[src/rtl/flash_fetch_arbiter_if.sv]
// Bundles the requester handshakes and the flash line reader handshake
// that pass through flash_fetch_arbiter.
interface flash_fetch_arbiter_if #(
    parameter int LINE_SIZE = 128
);
    logic                 req0;
    logic [23:0]          addr0;
    logic                 ack0;
    logic                 req1;
    logic [23:0]          addr1;
    logic                 ack1;
    logic [LINE_SIZE-1:0] line_o;
    logic                 busy;
    logic                 fr_rd;
    logic [23:0]          fr_addr;
    logic                 fr_done;
    logic [LINE_SIZE-1:0] fr_line;

    modport slave (
        input  req0, addr0, req1, addr1, fr_done, fr_line,
        output ack0, ack1, line_o, busy, fr_rd, fr_addr
    );

    modport master (
        output req0, addr0, req1, addr1, fr_done, fr_line,
        input  ack0, ack1, line_o, busy, fr_rd, fr_addr
    );
endinterface

[src/rtl/flash_fetch_arbiter.sv]
// Round-robin arbiter sharing one quad-I/O flash line reader between the
// instruction refill port (0) and the data/literal port (1).
module flash_fetch_arbiter #(
    parameter int LINE_SIZE  = 128,
    parameter int GAP_CYCLES = 2
) (
    input  logic                  HCLK,
    input  logic                  HRESET,
    flash_fetch_arbiter_if.slave  bus
);
    localparam logic [1:0] ST_IDLE  = 2'd0;
    localparam logic [1:0] ST_ISSUE = 2'd1;
    localparam logic [1:0] ST_BUSY  = 2'd2;
    localparam logic [1:0] ST_GAP   = 2'd3;

    localparam logic [3:0] GAP_LOAD = 4'(GAP_CYCLES - 1);

    logic [1:0]           state_r;
    logic                 owner_r;
    logic                 rr_last_r;
    logic                 fr_rd_r;
    logic                 ack0_r;
    logic                 ack1_r;
    logic                 busy_r;
    logic [23:0]          fr_addr_r;
    logic [LINE_SIZE-1:0] line_r;
    logic [3:0]           gap_cnt_r;

    logic                 req_any_s;
    logic                 grant_s;
    logic [23:0]          grant_addr_s;

    // Pick the next owner: a sole requester wins, a tie goes to the port not served last.
    always_comb begin
        req_any_s = bus.req0 | bus.req1;
        if (bus.req0 && bus.req1) begin
            grant_s = ~rr_last_r;
        end else if (bus.req1) begin
            grant_s = 1'b1;
        end else begin
            grant_s = 1'b0;
        end
        if (grant_s) begin
            grant_addr_s = bus.addr1;
        end else begin
            grant_addr_s = bus.addr0;
        end
    end

    // Transaction sequencer: grant, rd pulse, wait for the line, ack, then CE-high gap.
    always_ff @(posedge HCLK) begin
        if (HRESET) begin
            state_r   <= ST_IDLE;
            owner_r   <= 1'b0;
            rr_last_r <= 1'b1;
            fr_rd_r   <= 1'b0;
            ack0_r    <= 1'b0;
            ack1_r    <= 1'b0;
            busy_r    <= 1'b0;
            fr_addr_r <= 24'h00_0000;
            line_r    <= '0;
            gap_cnt_r <= 4'd0;
        end else begin
            fr_rd_r <= 1'b0;
            ack0_r  <= 1'b0;
            ack1_r  <= 1'b0;
            case (state_r)
                ST_IDLE: begin
                    if (req_any_s) begin
                        owner_r   <= grant_s;
                        rr_last_r <= grant_s;
                        fr_addr_r <= {grant_addr_s[23:4], 4'h0};
                        fr_rd_r   <= 1'b1;
                        busy_r    <= 1'b1;
                        state_r   <= ST_ISSUE;
                    end
                end
                ST_ISSUE: begin
                    state_r <= ST_BUSY;
                end
                ST_BUSY: begin
                    if (bus.fr_done) begin
                        line_r    <= bus.fr_line;
                        ack0_r    <= ~owner_r;
                        ack1_r    <= owner_r;
                        gap_cnt_r <= GAP_LOAD;
                        state_r   <= ST_GAP;
                    end
                end
                ST_GAP: begin
                    // The ack cycle is the first gap cycle, so IDLE arrives GAP_CYCLES after it.
                    if (gap_cnt_r == 4'd0) begin
                        busy_r  <= 1'b0;
                        state_r <= ST_IDLE;
                    end else begin
                        gap_cnt_r <= gap_cnt_r - 4'd1;
                    end
                end
                default: begin
                    busy_r  <= 1'b0;
                    state_r <= ST_IDLE;
                end
            endcase
        end
    end

    assign bus.fr_rd   = fr_rd_r;
    assign bus.fr_addr = fr_addr_r;
    assign bus.ack0    = ack0_r;
    assign bus.ack1    = ack1_r;
    assign bus.line_o  = line_r;
    assign bus.busy    = busy_r;
endmodule

[src/flat_wrapper.sv]
// flat-port wrapper written by rule: the top's interface ports become plain ports
module flash_fetch_arbiter_flat 
#(
    parameter int LINE_SIZE  = 128,
    parameter int GAP_CYCLES = 2
)
  (HCLK, HRESET, bus_req0, bus_addr0, bus_req1, bus_addr1, bus_fr_done, bus_fr_line, bus_ack0, bus_ack1, bus_line_o, bus_busy, bus_fr_rd, bus_fr_addr);
  flash_fetch_arbiter_if #(.LINE_SIZE(LINE_SIZE)) bus_i ();
  input  logic HCLK;
  input  logic HRESET;
  input wire logic [$bits(bus_i.req0)-1:0] bus_req0;
  input wire logic [$bits(bus_i.addr0)-1:0] bus_addr0;
  input wire logic [$bits(bus_i.req1)-1:0] bus_req1;
  input wire logic [$bits(bus_i.addr1)-1:0] bus_addr1;
  input wire logic [$bits(bus_i.fr_done)-1:0] bus_fr_done;
  input wire logic [$bits(bus_i.fr_line)-1:0] bus_fr_line;
  output wire logic [$bits(bus_i.ack0)-1:0] bus_ack0;
  output wire logic [$bits(bus_i.ack1)-1:0] bus_ack1;
  output wire logic [$bits(bus_i.line_o)-1:0] bus_line_o;
  output wire logic [$bits(bus_i.busy)-1:0] bus_busy;
  output wire logic [$bits(bus_i.fr_rd)-1:0] bus_fr_rd;
  output wire logic [$bits(bus_i.fr_addr)-1:0] bus_fr_addr;
  assign bus_i.req0 = bus_req0;
  assign bus_i.addr0 = bus_addr0;
  assign bus_i.req1 = bus_req1;
  assign bus_i.addr1 = bus_addr1;
  assign bus_i.fr_done = bus_fr_done;
  assign bus_i.fr_line = bus_fr_line;
  assign bus_ack0 = bus_i.ack0;
  assign bus_ack1 = bus_i.ack1;
  assign bus_line_o = bus_i.line_o;
  assign bus_busy = bus_i.busy;
  assign bus_fr_rd = bus_i.fr_rd;
  assign bus_fr_addr = bus_i.fr_addr;
  flash_fetch_arbiter #(.LINE_SIZE(LINE_SIZE), .GAP_CYCLES(GAP_CYCLES)) u_core (.HCLK(HCLK), .HRESET(HRESET), .bus(bus_i));
endmodule
[config.mk]
export PLATFORM = sky130hd
export DESIGN_NAME = flash_fetch_arbiter_flat
export DESIGN_NICKNAME = d
export VERILOG_FILES = /design/src/rtl/flash_fetch_arbiter_if.sv /design/src/rtl/flash_fetch_arbiter.sv /design/src/flat_wrapper.sv
export SDC_FILE = /design/constraint.sdc
export NUM_CORES = 1
export LEC_CHECK = 0
export ABC_AREA = 1
export CAP_MARGIN = 20
export CELL_PAD_IN_SITES_DETAIL_PLACEMENT = 1
export CELL_PAD_IN_SITES_GLOBAL_PLACEMENT = 1
export CORE_ASPECT_RATIO = 0.9
export CORE_MARGIN = 3
export CORE_UTILIZATION = 26
export DETAILED_ROUTE_END_ITERATION = 12
export HOLD_SLACK_MARGIN = 0.12
export PLACE_DENSITY_LB_ADDON = 0.1
export SYNTH_ARGS = -nofsm -noshare
export SYNTH_HDL_FRONTEND = slang
export SYNTH_SLANG_ARGS = --single-unit
[constraint.sdc]
create_clock -name HCLK -period 1.8 [get_ports HCLK]
set_input_delay 0.36 -clock HCLK [delete_from_list [all_inputs] [get_ports HCLK]]
set_output_delay 0.36 -clock HCLK [all_outputs]
set_load 0.1 [all_outputs]
Word level (Yosys, flattened, before mapping)
Index checks and enable logic that the tools add are counted.
- word-level logic and storage cells: 50
- input bits: 181
- register bits: 160
- output and inout port bits: 156
- reductions and logical operators: 12
- multiplexer cells: 14
- equal/unequal tests: 7
- $add $sub $neg: 1
- bitwise logic cells: 6
- operators with widths (operator ; count):
    24-bit two-way mux ; 1
    3-bit AND reduction ; 3
    4-bit two-way mux ; 2
    2-bit case mux with 4 select lines ; 1
    4-bit case mux with 2 select lines ; 1
    2-bit two-way mux ; 3
    1-bit two-way mux ; 5
    1-bit inverter ; 5
    2-bit == test (second input constant) ; 2
    4-bit zero test ; 1
    2-bit by 1-bit inequality test with 1-bit output (second input constant) ; 2
    2-bit inequality test (second input constant) ; 2
    2-bit AND reduction ; 2
    2-bit nonzero test ; 2
    4-bit by 1-bit subtractor with 4-bit output (second input constant) ; 1
    3-bit OR reduction ; 1
    2-bit by 1-bit == test with 1-bit output (second input constant) ; 1
    2-bit zero test ; 1
    1-bit case mux with 2 select lines ; 1
    2-bit OR reduction ; 1
    1-bit logical AND ; 1
    1-bit bitwise OR ; 1

Longest topological paths before layout
Gate-level depths: netlist of run 1.
- depth in word-level cells: 3
- gate-level depth with buffers: 9
- depth with buffers taken out: 9

Least setup slack after synthesis of run 1
No wires, ideal clock.
- kind: register to register
- start point: register, netlist name u_core.bus.fr_addr[12]
- end point: register u_core.fr_addr_r[12], in the netlist u_core.bus.fr_addr[12]
- cell stages (with the launch flop): 3
- arrival time: 1.266 ns
- clock period less this slack: 1.341 ns
- buffers on the path: 0
- library setup time: 0.075 ns
- slack: 0.459 ns
- cells stage by stage: dfxtp_1 > o21ai_0 > a31oi_1
- RTL lines (what ; line ; text):
    to (signal assigned) ; flash_fetch_arbiter.sv:72 ; fr_addr_r <= {grant_addr_s[23:4], 4'h0};
    to (decl) ; flash_fetch_arbiter.sv:25 ; logic [23:0] fr_addr_r;

Worst setup path in the final report of run 1
- start point: register u_core.state_r[0]
- end point: register u_core.line_r[123], in the netlist u_core.bus.line_o[123]
- longest elaborated chain between the ends: 2
- ends and longest elaborated chain (what ; line ; text):
    from (decl) ; flash_fetch_arbiter.sv:18 ; logic [1:0] state_r;
    from (signal assigned) ; flash_fetch_arbiter.sv:53 ; state_r <= ST_IDLE;
    from (signal assigned) ; flash_fetch_arbiter.sv:75 ; state_r <= ST_ISSUE;
    from (signal assigned) ; flash_fetch_arbiter.sv:79 ; state_r <= ST_BUSY;
    2-bit == test ; flash_fetch_arbiter.sv:67 ; case (state_r)
    2-bit AND reduction (no line) ; n/a ;
    to (signal assigned) ; flash_fetch_arbiter.sv:83 ; line_r <= bus.fr_line;
    to (decl) ; flash_fetch_arbiter.sv:26 ; logic [LINE_SIZE-1:0] line_r;
No other way between the ends.
A chain may end at the register's enable or synchronous reset.

==> summary.md, run 1 <==
| Metric | Value |
|---|---|
| Synthesized area per cell | `7.813 um^2` |
| Critical path class | `flop to flop` |
| Largest net degree at the start of global routing | `60` |
| Status | `complete, no violations` |
| Unrepaired setup endpoints after global routing | `no` |
| Type of element capturing the critical path | `flop` |
| Fill cells | `2,439` |
| Yosys warnings | `0` |
| Setup_tns | `0 ps` |
| Most common cell after layout, fill and taps aside | `nor2_1` |
| Post-Synthesis Cells | `758` |
| Port bufs | `324` |
| Mapped cell area | `5922 um^2` |
| Reg power frac | `0.260` |
| IO Count | `337` |
| R2R Path Start | `u_core.state_r[0]` |
| Proportion of layout cells with a drive suffix above 1 | `0.1922` |
| Primary FF master, synth | `dfxtp_1` |
| HPWL after DPL | `17,060 um` |
| Fin crit share | `0.8363` |
| Number of gates resized after CTS | `0` |
| Post-route antenna net violation count | `0` |
| CTS H-tree depth | `4` |
| Post-cts hold buffer count | `0` |
| Reg-to-reg endpoint | `u_core.bus.line_o[123]` |
| Final Critical Period | `1505 ps` |
| Post-route cell area | `11,580 um^2` |
| Commonest non-fill, non-tap cells in the layout | `269 x nor2_1, 172 x clkdlybuf4s50_1, 166 x buf_12, 160 x dfxtp_1, 133 x o21ai_0` |
| Total GRT Usage | `0.1795` |
| Die height | `149.2 um` |
| Die width | `165.1 um` |
| Switch share | `0.4837` |
| Synth async-reset ratio | `0` |
| Area of the multi-input gates | `2308 um^2` |
| Vias | `6,089` |
| Startpoint types | `flop` |
| Max-slew violations | `0` |
| Max cap viols | `0` |
| Core Footprint | `22,010 um^2` |
| Part of the power in combinational logic | `0.558` |
| Final WL | `22,500 um` |
| Seq cells post-synth | `160` |
| Leak | `4.511 nW` |
| Sequential-to-total area share from yosys stat | `0.5409` |
| Area Overhead vs Synth | `95.56%` |
| Rows | `51` |
| Worst-path fanout max | `28` |
| Internal Power | `10.12 mW` |
| Max Clock Skew | `9.255 ps` |
| Hold Violations, Final | `0` |
| Maximum clock rate | `664.3 MHz` |
| NetSw | `9.483 mW` |
| Pwr/cell area | `1693 nW/um^2` |
| Initial Util | `0.2690` |
| Vias in the first global route | `6,151` |
| Max IR drop VDD | `877.7 uV` |
| 1st-iter DRT viols | `324` |
| CP required | `2160 ps` |
| Crit path DAT | `1870 ps` |
| Reg2reg setup slack | `290 ps` |
| CTS Buffer Depth | `2` |
| TritonCTS buffer count | `17` |
| First-pass GRT wire length | `34,080 um` |
| CTS clk-pin slew, worst paths | `70 ps` |
| Flip-flop and latch area | `3203 um^2` |
| Vias per cell | `4.445` |
| CP startpoint | `u_core.state_r[0]` |
| Wire length per cell | `16.43 um` |
| Setup crit end | `u_core.bus.line_o[123]` |
| CTS tree | `yes` |
| R2R cell count | `7` |
| Worst-Skew Late Latency | `430 ps` |
| # setup viols final | `0` |
| Worst Hold Class | `flop to flop` |
| EDFF count, synth | `0` |
| Routability cong. | `0.7551` |
| Detailed Routing Iterations Pass 1 | `4` |
| DRC Markers | `0` |
| Root buf cell | `clkbuf_16` |
| Clock sink count | `160` |
| Setup bufs post-CTS | `0` |
| Yosys cell types | `22` |
| Placed cell area | `11,000 um^2` |
| GRT Residual Overflow | `0` |
| Clock Power Share | `0.183` |
| Final #Nets | `1,251` |
| Total die area | `24,630 um^2` |
| Initial antenna violation count | `3` |
-- metrics by stage --
stage | util | worst slack (ps) | instances | total power [mW] | hold WS [ps]
2_1_floorplan | - | 458.8 | 761 | 11.82 | 412.4
3_3_place_gp | 0.4998 | 129.2 | 1337 | 16.06 | 435.7
3_5_place_dp | 0.4998 | 85.45 | 1337 | 16.20 | 439.7
4_1_cts | 0.5258 | 255.2 | 1368 | 19.87 | 453.2
5_1_grt | 0.5261 | 157.8 | 1370 | 20.55 | 461.9
6_report | 0.5261 | 294.6 | 1370 | 19.61 | 449.6
-- critical path, cell delays in order (launching register included) --
cell	delay, ps
dfxtp_1	320
inv_1	130
ha_1	270
nand2_4	120
inv_4	190
buf_12	210
nor2_1	70
nor2_1	120
-- logic make-up (layout without fill, tap and decap cells) --
group	after synthesis	after routing	synth area share
other	1	6	0.0006332
flip-flops	160	160	0.5409
adder cells (fa/ha/maj)	5	5	0.01056
AO/OA/AOI/OAI	175	175	0.1528
buffers and inverters	70	386	0.07205
AND/OR/NAND/NOR	347	347	0.2231
-- cells in the mapped netlist, types with 2 or more instances --
cell type	number	area (um^2)
nor2_1	269	1010
dfxtp_1	160	3203
o21ai_0	133	665.6
nand2_1	67	251.5
a31oi_1	20	125.1
o21ai_1	16	80.08
buf_2	14	70.07
buf_6	14	157.7
clkbuf_2	12	60.06
clkbuf_1	10	37.54
inv_1	10	37.54
buf_4	7	52.55
nand3_1	6	30.03
a21oi_1	5	25.02
ha_1	5	62.56
inv_2	3	11.26
nor3_1	2	10.01
-- flip-flops by register name, summed over array words and instances, names as in the netlist --
name	count
u_core.bus.ack0	1
u_core.bus.ack1	1
u_core.bus.busy	1
u_core.bus.fr_addr	20
u_core.bus.fr_rd	1
u_core.bus.line_o	128
u_core.gap_cnt_r	4
u_core.owner_r	1
u_core.rr_last_r	1
u_core.state_r	2
-- power by group through the flow --
stage                     sequential, mW  combinational (mW)  clock, mW
after global placement              5.14                10.9          0
after detailed placement            5.18                11.0          0
after global routing                5.20                11.5       3.86
after floorplan                     9.82                2.00          0
after CTS                           5.11                11.0       3.71
final                               5.10                10.9       3.58
-- area by class of cell --
class / instances / share of cell area
diodes: 2 / 0.0004322
clock buffers: 17 / 0.03673
clock inverters: 14 / 0.01275
inverters: 13 / 0.004538
multi-input cells: 531 / 0.1993
flip-flops and latches: 160 / 0.2766
well taps: 291 / 0.03144
repair buffers: 342 / 0.4382
-- how the worst min path moves through the flow --
| stage | start | slack (ps) | endpoint | cells after the start |
|---|---|---|---|---|
| 6_report | u_core.owner_r | 450 | u_core.bus.ack0 | 1 |
| 5_1_grt | u_core.owner_r | 460 | u_core.bus.ack0 | 1 |
| 4_1_cts | u_core.owner_r | 450 | u_core.bus.ack0 | 1 |
| 3_5_place_dp | u_core.owner_r | 440 | u_core.bus.ack0 | 1 |
| 3_3_place_gp | u_core.owner_r | 440 | u_core.bus.ack0 | 1 |
| 2_1_floorplan | u_core.owner_r | 410 | u_core.bus.ack0 | 1 |
-- per-layer routing --
layer | track usage | part of all wire
met5 | 0 | 0.00058
met4 | 0.05618 | 0.019
met3 | 0.06774 | 0.084
met2 | 0.3195 | 0.51
met1 | 0.1967 | 0.39
(Power assumes the default switching activity.)
==> inputs of run 2 (changes only) <==
==> constraint.sdc (replaced) <==
create_clock -name HCLK -period 1.52 [get_ports HCLK]
set_input_delay 0.304 -clock HCLK [delete_from_list [all_inputs] [get_ports HCLK]]
set_output_delay 0.304 -clock HCLK [all_outputs]
set_load 0.1 [all_outputs]
==> summary.md, run 2 (synthesized netlist as in run 1, its figures left out) <==
| Metric | Value |
|---|---|
| Status | `complete, no violations` |
| Setup bufs post-CTS | `0` |
| Final #Nets | `1,256` |
| Critical path class | `flop to flop` |
| Area Overhead vs Synth | `96.07%` |
| Fin crit share | `0.9559` |
| Switch share | `0.4789` |
| Delay-heaviest family, CP | `buffers and inverters` |
| Unrepaired setup endpoints after global routing | `yes` |
| 1st-iter DRT viols | `301` |
| Internal Power | `12.21 mW` |
| Hold path startpoint | `bus_addr0[15]` |
| R2R Path Start | `u_core.state_r[0]` |
| GRT Residual Overflow | `0` |
| Initial antenna violation count | `1` |
| Setup_tns | `0 ps` |
| Pwr/cell area | `2018 nW/um^2` |
| Wire length per cell | `16.87 um` |
| Crit-path cells | `inv_1 > ha_2 > nand2_4 > inv_6 > buf_4 > nor2_1 > nor2_1` |
| Routability cong. | `0.7373` |
| IO Count | `337` |
| Crit path DAT | `1800 ps` |
| Max cap viols | `0` |
| CP startpoint | `u_core.state_r[0]` |
| NetSw | `11.22 mW` |
| Final Critical Period | `1453 ps` |
| ANT cells | `0` |
| Most common cell type on the critical path | `nor2_1` |
| Total GRT Usage | `0.1832` |
| Vias in the first global route | `6,267` |
| Port bufs | `324` |
| Hold Violations, Final | `0` |
| Final WL | `23,160 um` |
| Max reg flops | `128` |
| Reg power frac | `0.258` |
| Slowest cell on crit path | `dfxtp_1` |
| Vias per cell | `4.460` |
| CTS clk-pin slew, worst paths | `70 ps` |
| Maximum clock rate | `688.2 MHz` |
| Die width | `165.1 um` |
| CP max stage delay | `310 ps` |
| Worst-Skew Late Latency | `420 ps` |
| DRC Markers | `0` |
| TritonCTS buffer count | `17` |
| Detailed Routing Iterations Pass 1 | `3` |
| Startpoint types | `flop` |
| Root buf cell | `clkbuf_16` |
| Max IR drop VDD | `1173 uV` |
| Worst-path fanout max | `15` |
| Leak | `4.523 nW` |
| CTS H-tree depth | `4` |
| Clock sink count | `160` |
| PnR Total Power | `23.44 mW` |
| # setup viols final | `0` |
| Part of the power in combinational logic | `0.556` |
| Most common cell after layout, fill and taps aside | `nor2_1` |
| CP required | `1870 ps` |
| Max-slew violations | `0` |
| Core Footprint | `22,010 um^2` |
| CTS Buffer Depth | `2` |
| CTS tree | `yes` |
| HPWL after DPL | `17,340 um` |
| Proportion of layout cells with a drive suffix above 1 | `0.1987` |
| Max Clock Skew | `10.41 ps` |
| First-pass GRT wire length | `34,910 um` |
| Total die area | `24,630 um^2` |
| Commonest non-fill, non-tap cells in the layout | `269 x nor2_1, 172 x clkdlybuf4s50_1, 162 x buf_12, 160 x dfxtp_1, 126 x o21ai_0` |
| Post-route antenna net violation count | `0` |
| Initial Util | `0.2690` |
| Largest net degree at the start of global routing | `56` |
| Die height | `149.2 um` |
| Clock Power Share | `0.186` |
| Rows | `51` |
| Vias | `6,123` |
| Type of element capturing the critical path | `flop` |
| Bufs and invs on worst path | `3` |
| Worst Hold Class | `primary input to flop` |
-- run 2: changes by cell type in the layout (fill, tap and decap cells not counted), sizes merged, moves of 2 or more --
cell / before / now
clkinvlp: 3 / 6
buf: 170 / 174
diode: 2 / 0
inv: 20 / 16
clkbuf: 17 / 19
-- run 2: power by group through the flow --
stage	combinational [mW]	clock (mW)	sequential (mW)
finish	13.0	4.36	6.04
global route	13.7	4.71	6.16
CTS	13.1	4.52	6.06
detailed placement	13.1	0	6.15
global placement	13.0	0	6.09
floorplan	2.36	0	11.6
-- run 2: final timing paths --
kind                            slack [ps]  depth (start not counted)                endpoint
worst max register to register          70                          7   u_core.bus.line_o[32]
worst max-delay path                    70                          7   u_core.bus.line_o[32]
worst min-delay path                   440                          3  u_core.bus.fr_addr[15]
worst min register to register         460                          1         u_core.bus.ack0
-- run 2: cell type report --
class / count / area [um^2]
inverters: 13 / 55.05
repair buffers: 347 / 5080
clock buffers: 18 / 439.2
fillers: 2449 / 10400
well taps: 291 / 364.1
multi-input cells: 531 / 2316
clock inverters: 13 / 153.9
flip-flops and latches: 160 / 3203
-- run 2: timing repair --
item | 4_1_cts | 5_1_grt
hold buffers | 0 | 0
gates resized for setup | 0 | 11
endpoints found under the setup margin | 0 | 126
-- run 2: per-layer routing --
metal  vias to the layer above  routed length (um)  GRT usage
li1                       3058                   -          -
met1                      2859                8810     0.1984
met2                       187               12090     0.3336
met3                        17                1938    0.06830
met4                         2                 312    0.04864
met5                         -                  13          0
-- run 2: worst reg2reg max path, stage by stage, from the launching register on --
cell	delay, ps
dfxtp_1	310
inv_1	120
ha_2	250
nand2_4	120
inv_6	140
buf_4	240
nor2_1	70
nor2_1	120
-- run 2: stage by stage --
| step | utilization | cells | cell area [um^2] | hold slack, ps | setup WS (ps) |
|---|---|---|---|---|---|
| after global routing | 0.5274 | 1373 | 11610 | 431.1 | -39.41 |
| after detailed placement | 0.4989 | 1341 | 10980 | 441.0 | -131.3 |
| final | 0.5274 | 1373 | 11610 | 444.4 | 67.02 |
| after CTS | 0.5258 | 1372 | 11580 | 424.8 | 1.547 |
| after global placement | 0.4989 | 1341 | 10980 | 433.4 | -101.6 |
| after floorplan | - | 761 | 5933 | 373.1 | 178.8 |
